**src/rtl/ntt_loop_sequencer_pkg.sv**
```systemverilog
// Shared types and defaults for the NTT loop sequencer.
// Sized helpers let the parent and sub-module agree on stage bounds.
package ntt_loop_sequencer_pkg;

    typedef enum logic [1:0] {
        IDLE,
        RUN,
        DRAIN,
        DONE
    } seq_state_t;

    localparam int DEF_N         = 256;
    localparam int DEF_N_BITS    = 8;
    localparam int DEF_STAGE_GAP = 4;

    function automatic int beats_per_stage(input int n);
        return n / 4;
    endfunction

    function automatic int last_stage(input int n_bits);
        return n_bits - 1;
    endfunction

    localparam int BEATS_PER_STAGE = beats_per_stage(DEF_N);
    localparam int LAST_STAGE      = last_stage(DEF_N_BITS);

endpackage

```
**src/rtl/ntt_stage_iter.sv**
```systemverilog
// Per-stage group/offset walker: j steps by 2h per group, k runs 0..h-1.
// Stages 0 and 1 behave as h=1, giving j=counter stepping by 2.
module ntt_stage_iter
    import ntt_loop_sequencer_pkg::*;
#(
    parameter int N      = DEF_N,
    parameter int N_bits = DEF_N_BITS
) (
    input  logic              clk,
    input  logic              reset,
    input  logic [N_bits:0]   i,
    input  logic              advance,
    input  logic              clear,
    output logic [N_bits:0]   j,
    output logic [N_bits:0]   counter,
    output logic [N_bits:0]   current_pair,
    output logic              last_beat
);

    localparam int W = N_bits + 1;
    localparam logic [W-1:0] HALF = W'(N / 2);

    logic [W-1:0] h;
    logic [W-1:0] j_q;
    logic [W-1:0] k_q;
    logic         k_wrap;

    always_comb begin
        h = W'(1);
        if (i >= W'(2)) begin
            h = W'(1) << (i - W'(1));
        end
    end

    assign k_wrap    = (k_q == h - W'(1));
    assign last_beat = k_wrap && (j_q == HALF - (h << 1));

    always_ff @(posedge clk) begin
        if (reset || clear) begin
            j_q <= '0;
            k_q <= '0;
        end else if (advance && !last_beat) begin
            if (k_wrap) begin
                k_q <= '0;
                j_q <= j_q + (h << 1);
            end else begin
                k_q <= k_q + W'(1);
            end
        end
    end

    assign j            = j_q;
    assign counter      = j_q + k_q;
    assign current_pair = k_q << 1;

endmodule

```
**src/rtl/ntt_loop_sequencer.sv**
```systemverilog
// Stage-level FSM for the NTT/INTT address pipeline: issues N/4 beats
// per stage, drains STAGE_GAP cycles between stages, then pulses done.
module ntt_loop_sequencer
    import ntt_loop_sequencer_pkg::*;
#(
    parameter int N         = DEF_N,
    parameter int N_bits    = DEF_N_BITS,
    parameter int STAGE_GAP = DEF_STAGE_GAP
) (
    input  logic              clk,
    input  logic              reset,
    input  logic              start,
    input  logic              intt_mode,
    input  logic              hold,
    output logic              enable,
    output logic              is_intt,
    output logic [N_bits:0]   i,
    output logic [N_bits:0]   j,
    output logic [N_bits:0]   m,
    output logic [N_bits:0]   counter,
    output logic [N_bits:0]   current_pair,
    output logic              busy,
    output logic              stage_done,
    output logic              done
);

    localparam int W  = N_bits + 1;
    localparam int GW = $clog2(STAGE_GAP) + 1;
    localparam logic [W-1:0] LAST = W'(last_stage(N_bits));

    seq_state_t    state;
    logic [GW-1:0] gap_q;
    logic [W-1:0]  i_q;
    logic [W-1:0]  m_q;
    logic          intt_q;
    logic          busy_q;
    logic          done_q;

    logic          beat;
    logic          last_beat;
    logic          gap_end;
    logic          final_stage;
    logic          clear;
    logic [W-1:0]  i_first;
    logic [W-1:0]  i_next;

    assign beat        = (state == RUN) && !hold;
    assign gap_end     = (gap_q == GW'(STAGE_GAP - 1));
    assign final_stage = intt_q ? (i_q == '0) : (i_q == LAST);
    assign i_first     = intt_mode ? LAST : '0;
    assign i_next      = intt_q ? i_q - W'(1) : i_q + W'(1);
    assign clear       = ((state == IDLE) && start)
                      || ((state == DRAIN) && gap_end && !final_stage);

    always_ff @(posedge clk) begin
        if (reset) begin
            state  <= IDLE;
            gap_q  <= '0;
            i_q    <= '0;
            m_q    <= '0;
            intt_q <= 1'b0;
            busy_q <= 1'b0;
            done_q <= 1'b0;
        end else begin
            case (state)
                IDLE: begin
                    if (start) begin
                        intt_q <= intt_mode;
                        i_q    <= i_first;
                        m_q    <= W'(2) << i_first;
                        busy_q <= 1'b1;
                        state  <= RUN;
                    end
                end
                RUN: begin
                    if (beat && last_beat) begin
                        gap_q <= '0;
                        state <= DRAIN;
                    end
                end
                DRAIN: begin
                    if (!gap_end) begin
                        gap_q <= gap_q + GW'(1);
                    end else if (final_stage) begin
                        done_q <= 1'b1;
                        state  <= DONE;
                    end else begin
                        i_q   <= i_next;
                        m_q   <= W'(2) << i_next;
                        state <= RUN;
                    end
                end
                DONE: begin
                    done_q <= 1'b0;
                    busy_q <= 1'b0;
                    state  <= IDLE;
                end
                default: state <= IDLE;
            endcase
        end
    end

    ntt_stage_iter #(
        .N      (N),
        .N_bits (N_bits)
    ) u_iter (
        .clk          (clk),
        .reset        (reset),
        .i            (i_q),
        .advance      (beat),
        .clear        (clear),
        .j            (j),
        .counter      (counter),
        .current_pair (current_pair),
        .last_beat    (last_beat)
    );

    assign enable     = beat;
    assign stage_done = beat && last_beat;
    assign is_intt    = intt_q;
    assign i          = i_q;
    assign m          = m_q;
    assign busy       = busy_q;
    assign done       = done_q;

endmodule

```
**config.mk**
```make
export PLATFORM = sky130hd
export DESIGN_NAME = ntt_loop_sequencer
export DESIGN_NICKNAME = d
export VERILOG_FILES = /design/src/rtl/ntt_loop_sequencer_pkg.sv /design/src/rtl/ntt_stage_iter.sv /design/src/rtl/ntt_loop_sequencer.sv
export SDC_FILE = /design/constraint.sdc
export NUM_CORES = 1
export LEC_CHECK = 0
export ABC_AREA = 1
export CAP_MARGIN = 30
export CORE_ASPECT_RATIO = 1.75
export CORE_MARGIN = 3
export CORE_UTILIZATION = 60
export CTS_CLUSTER_SIZE = 14
export DETAILED_ROUTE_END_ITERATION = 10
export HOLD_SLACK_MARGIN = 0.06
export PLACE_DENSITY = 0.94
export SYNTH_ARGS = -nofsm -noshare
export SYNTH_HDL_FRONTEND = slang
export SYNTH_SLANG_ARGS = --single-unit
export TNS_END_PERCENT = 30
```
**constraint.sdc**
```tcl
create_clock -name clk -period 10.1 [get_ports clk]
set_clock_uncertainty 0.05 [all_clocks]
set_input_delay 1.515 -clock clk [delete_from_list [all_inputs] [get_ports clk]]
set_output_delay 1.515 -clock clk [all_outputs]
set_load 0.05 [all_outputs]
```
Word level (Yosys, flattened, before mapping)
Index checks and enable logic that the tools add are counted.
{"block": "word_totals", "word_cells": 85, "regBits": 44}
{"block": "classes", "n_shift": 3, "magnitude_cmp": 1, "n_eq_ne": 13, "reduce_logical": 25, "muxes": 26, "add_sub_neg": 8}
{"operator": "$mux W9", "count": 9}
{"operator": "$pmux W9 S2", "count": 2}
{"operator": "$add A9 B1 Y9 const B", "count": 2}
{"operator": "$add A9 B9 Y9", "count": 2}
{"operator": "$eq A9 B9 Y1", "count": 2}
{"operator": "$sub A9 B1 Y9 const B", "count": 2}
{"operator": "$ne A2 B2 Y1 const B", "count": 6}
{"operator": "$eq A9 B3 Y1 const B", "count": 1}
{"operator": "$ge A9 B2 Y1 const B", "count": 1}
{"operator": "$logic_not A9 Y1", "count": 1}
{"operator": "$mux W3", "count": 3}
{"operator": "$reduce_and A3 Y1", "count": 3}
{"operator": "$shl A1 B9 Y9 const A", "count": 1}
{"operator": "$shl A2 B3 Y9 const A", "count": 1}
{"operator": "$shl A2 B9 Y9 const A", "count": 1}
{"operator": "$sub A8 B9 Y9 const A", "count": 1}
{"operator": "$mux W2", "count": 4}
{"operator": "$pmux W2 S4", "count": 1}
{"operator": "$reduce_bool A2 Y1", "count": 4}
{"operator": "$logic_and A1 B1 Y1", "count": 7}
{"operator": "$pmux W3 S2", "count": 1}
{"operator": "$reduce_and A2 Y1", "count": 3}
{"operator": "$eq A2 B2 Y1 const B", "count": 2}
{"operator": "$mux W1", "count": 4}
{"operator": "8 further kinds", "count": 12}

Longest topological paths before layout
{"block": "depth", "word_depth": 9, "depth_mapped": 25}

Hierarchy
Synthesis repeated with hierarchy kept, for this count alone.
{"block": "unflattened", "cells_unflattened": 641, "area_unflattened_um2": 4179.0}
{"mod": "ntt_stage_iter", "n_inst": 1, "area_per_inst_um2": 2532.4, "seq_area_each_um2": 340.3, "cells_per_inst": 406}
{"mod": "ntt_loop_sequencer", "n_inst": 1, "area_per_inst_um2": 1646.6, "seq_area_each_um2": 500.5, "cells_per_inst": 235}

Least setup slack after synthesis
No wires, ideal clock.
{"block": "synth_timing", "path_kind": "reg2out", "start": "reg i_q[0] (netlist: i[0])", "end": "out stage_done", "stages_incl_launch_ff": 17, "arrival_ns": 3.727, "slack_ns": 4.808, "cell_sequence": "dfxtp_1 -> inv_2 -> ha_1 -> clkbuf_1 -> inv_1 -> nor2_1 -> nand4_1 -> nand2_2 -> inv_1 -> ha_1 -> xor2_1 -> nand3_1 -> nor3_2 -> nand3_2 -> nor2_4 -> nand3_2 -> inv_1"}
{"block": "synth_between", "elab_chain_cells": 7, "elab_cells_between_ends": 10}
{"element": "start, declared", "line": "ntt_loop_sequencer.sv:33", "rtl": "logic [W-1:0] i_q;"}
{"element": "start signal, assigned", "line": "ntt_loop_sequencer.sv:69", "rtl": "i_q <= i_first;"}
{"element": "start signal, assigned", "line": "ntt_loop_sequencer.sv:88", "rtl": "i_q <= i_next;"}
{"element": "$sub A9 B1 Y9", "line": "ntt_stage_iter.sv:31", "rtl": "h = W'(1) << (i - W'(1));"}
{"element": "$shl A1 B9 Y9", "line": "ntt_stage_iter.sv:31"}
{"element": "$mux W9 *", "line": "ntt_stage_iter.sv:30", "rtl": "if (i >= W'(2)) begin"}
{"element": "$sub A9 B1 Y9 / $sub A8 B9 Y9 (equally long branches)", "line": "ntt_stage_iter.sv:35, ntt_stage_iter.sv:36"}
{"element": "$eq A9 B9 Y1 (on tied branches)", "line": "ntt_stage_iter.sv:35, ntt_stage_iter.sv:36"}
{"element": "$logic_and A1 B1 Y1 *", "line": "ntt_stage_iter.sv:36", "rtl": "assign last_beat = k_wrap && (j_q == HALF - (h << 1));"}
{"element": "$logic_and A1 B1 Y1 *", "line": "ntt_loop_sequencer.sv:119", "rtl": "assign stage_done = beat && last_beat;"}
{"element": "end, declared", "line": "ntt_loop_sequencer.sv:23", "rtl": "output logic stage_done,"}
Every way passes the cells marked *; elsewhere a longest branch is shown, timed or not.

Worst setup path after layout
Ends and elaborated chain as after synthesis.

==> flow_summary.toml <==
[detailed_routing]
ant_nets = 0
drtIter0Drc = 239
viasPerCell = 5.80
routedWlPerCell_um = 15.8
dr.pass1.iters = 5
via_count = 4130
route.detailed.drc = 0
routed_wl_mm = 11.3

[power]
p_comb_share_pct = 49.0
peakVddDrop_uv = 128
p_int_w = 0.000315
p_switching_w = 0.000290
clockPowerShare_pct = 18.5
seqPwrFrac_pct = 32.5
leakage_nw = 2.04
p_sw_share_pct = 47.9
powerDensity_nw_per_um2 = 137

[setup_path]
worstPathRequired_ns = 8.54
cp-start-kind = "flip-flop"
cp-end-kind = "output pin"
cp-startpoint = "i[0]$_SDFFE_PP0P_"
crit_path_frequent_cell = "inv_1"
cp_max_fo = 13
path_delay_family = "buffers and inverters"
crit_type = "reg2out"
cp.arrival_ns = 4.75
cpMaxStageDelayCell = "clkdlybuf4s50_1"
rr_startpoint = "i[0]$_SDFFE_PP0P_"
crit_path_max_incr_delay_ns = 0.81
path_cells = "inv_2 > ha_1 > inv_1 > nor2_1 > nand4_1 > nand2_2 > inv_1 > ha_1 > xor2_1 > nand3_1 > nor3_2 > nand3_2 > nor2_4 > nand3_2 > inv_1 > clkdlybuf4s50_1"
critical_path_buf_inv_count = 5

[place]
numPortBuffers = 51
place_inst = 704
gp_congestion = 0.951
dp_hpwl_mm = 8.95
pre_cts_ws_ns = 4.16

[final_layout]
finalNonFillerCells = 712
final_core_utilization_pct = 71.1
syn_to_final_growth_pct = 14.2
antenna_cells = 0
fin_nets = 661
drive_above_1_share_pct = 9.65

[logic_synthesis]
synth_top_area_share_pct = 21.7
syn_area_um2 = 3880
ys.flop_type = "dfxtp_1"
yosysSeqAreaShare_pct = 21.7
synth_edf_count = 0
synth.avg_cell_area_um2 = 6.50
yosysMostFrequentCell = "nand2_1"
synthArstFlopShare_pct = 0
synth.largest_area_cell = "dfxtp_1"
syn_inst = 597
synth_seq_cells = 42
synth_area_leaders = "dfxtp_1 (22%), nand2_1 (13%), ha_1 (7.4%)"
ys_types = 45
yosysWarnings = 0
synth_common_cells = "nand2_1 (135), inv_1 (73), nor2_1 (53)"

[timing]
finalWorstSetupSlack_ns = 3.78
min_period_over_period_pct = 62.5
setup_tns_ns = 0
hold_viol_final = 0
period_needed_ns = 6.32
slew_viol_final = 0
relSlewSlack_pct = 39.0
setup_viol = 0
rsz0062_at_grt = "no"
worst-slew-pin-transition_ns = 0.912
fmax_mhz = 158
hold-worst-slack_ns = 0.420

[run]
maxCapViolCount = 0

[clocking]
clk_pin_slew_ns = 0.08
ctsResizeCount = 0
root_buffer = "clkbuf_8"
cts_tree = "done"
htree_levels = 2
postCtsSetupRepairBufs = 0
numCtsBuffers = 5
clockBufferDepth = 2
cts_sinks = 42
cts_hold_buf = 0
clk_latency_ns = 0.31

[floorplan]
die_y_um = 112
io_pins = 55
start_util_pct = 62.3
die_x_um = 66.8
row_count = 38
core-area_um2 = 6230
die-area_um2 = 7500

[grt]
grt_pass1_vias = 3940
grt_max_degree = 17
grt_util_all_layers_pct = 31.8
grt.overflow.total = 0
antenna_found_initial = 0
grt_pass1_wl_mm = 18.5

[outcome]
status = "finished clean"

[worst_hold_path]
min_path_type = "reg2reg"
hp-start = "m[3]$_SDFFE_PP0P_"
[per-stage QoR]
stage	total power (W)	cell area, µm²
floorplan	0.000425	3890
global placement	0.000482	4340
detailed placement	0.000490	4340
CTS	0.000601	4430
global route	0.000643	4430
finish	0.000605	4430
[placed cells by master (no fill, tap or decap), types with 3 or more instances in the layout]
cell type and n:
nand3_2 7, nor2_1 53, nor2_4 5, xnor2_1 3
a211oi_1 3, inv_1 73, nand3_1 44, clkdlybuf4s50_1 51
nor2_2 12, nand2_1 135, nand3b_1 6, inv_2 6
xor2_1 24, ha_1 23, nand2_2 9, o211ai_1 4
nand4_1 16, clkbuf_8 5, o21ai_0 23, or2_2 4
dfxtp_1 42, a21oi_1 51, conb_1 3
[sequential cells by signal, summed over array words and instances (netlist names)]
| register | cells |
|---|---|
| u_iter.k_q | 9 |
| gap_q | 3 |
| busy | 1 |
| u_iter.j | 8 |
| m | 8 |
| i | 9 |
| done | 1 |
| state | 2 |
| is_intt | 1 |
[logic make-up after synthesis]
kind of cell	after synthesis	synth area share, %
and+or+nand+nor	304	38.5
buffers and inverters	107	11.8
AOI/OAI and AO/OA	90	13.0
DFF	42	21.7
adders and majority gates	25	8.45
other	1	0.0967
xor gates and xnor gates	28	6.52
[power groups by stage]
stage | logic, W | clock network [W] | registers, W
3_5_place_dp | 0.000291 | 0 | 0.000200
6_report | 0.000296 | 0.000112 | 0.000197
4_1_cts | 0.000292 | 0.000113 | 0.000196
3_3_place_gp | 0.000283 | 0 | 0.000199
2_1_floorplan | 0.000208 | 0 | 0.000217
5_1_grt | 0.000326 | 0.000118 | 0.000199
[layout make-up]
class | count | area [µm²]
Inverter | 81 | 304
Timing Repair Buffer | 51 | 510
Multi-Input combinational cell | 450 | 2590
Sequential cell | 42 | 841
Tap cell | 80 | 100
Fill cell | 530 | 1800
Clock inverter | 2 | 13.8
Clock buffer | 6 | 72.6
[tightest hold or removal path: stages (launching register included)]
cell     delay [ns]
dfxtp_1        0.32
nand2_1        0.06
a21oi_1        0.05
[final timing paths]
| path | to | slack, ns | cells past startpoint |
|---|---|---|---|
| setup / recovery | stage_done | 3.78 | 16 |
| setup reg to reg | gap_q[1]$_SDFFE_PP0P_ | 5.99 | 19 |
| hold reg to reg | m[3]$_SDFFE_PP0P_ | 0.42 | 2 |
| hold / removal | m[3]$_SDFFE_PP0P_ | 0.42 | 2 |
[layer usage]
| metal | up-vias | routed length (µm) | track usage [%] |
|---|---|---|---|
| met5 | - | 0 | 0 |
| met4 | 0 | 813 | 21.0 |
| met3 | 56 | 544 | 4.80 |
| met2 | 171 | 5930 | 56.8 |
| met1 | 1911 | 3990 | 32.6 |
| li1 | 1992 | - | - |
Power figures use the tool's default switching activity.
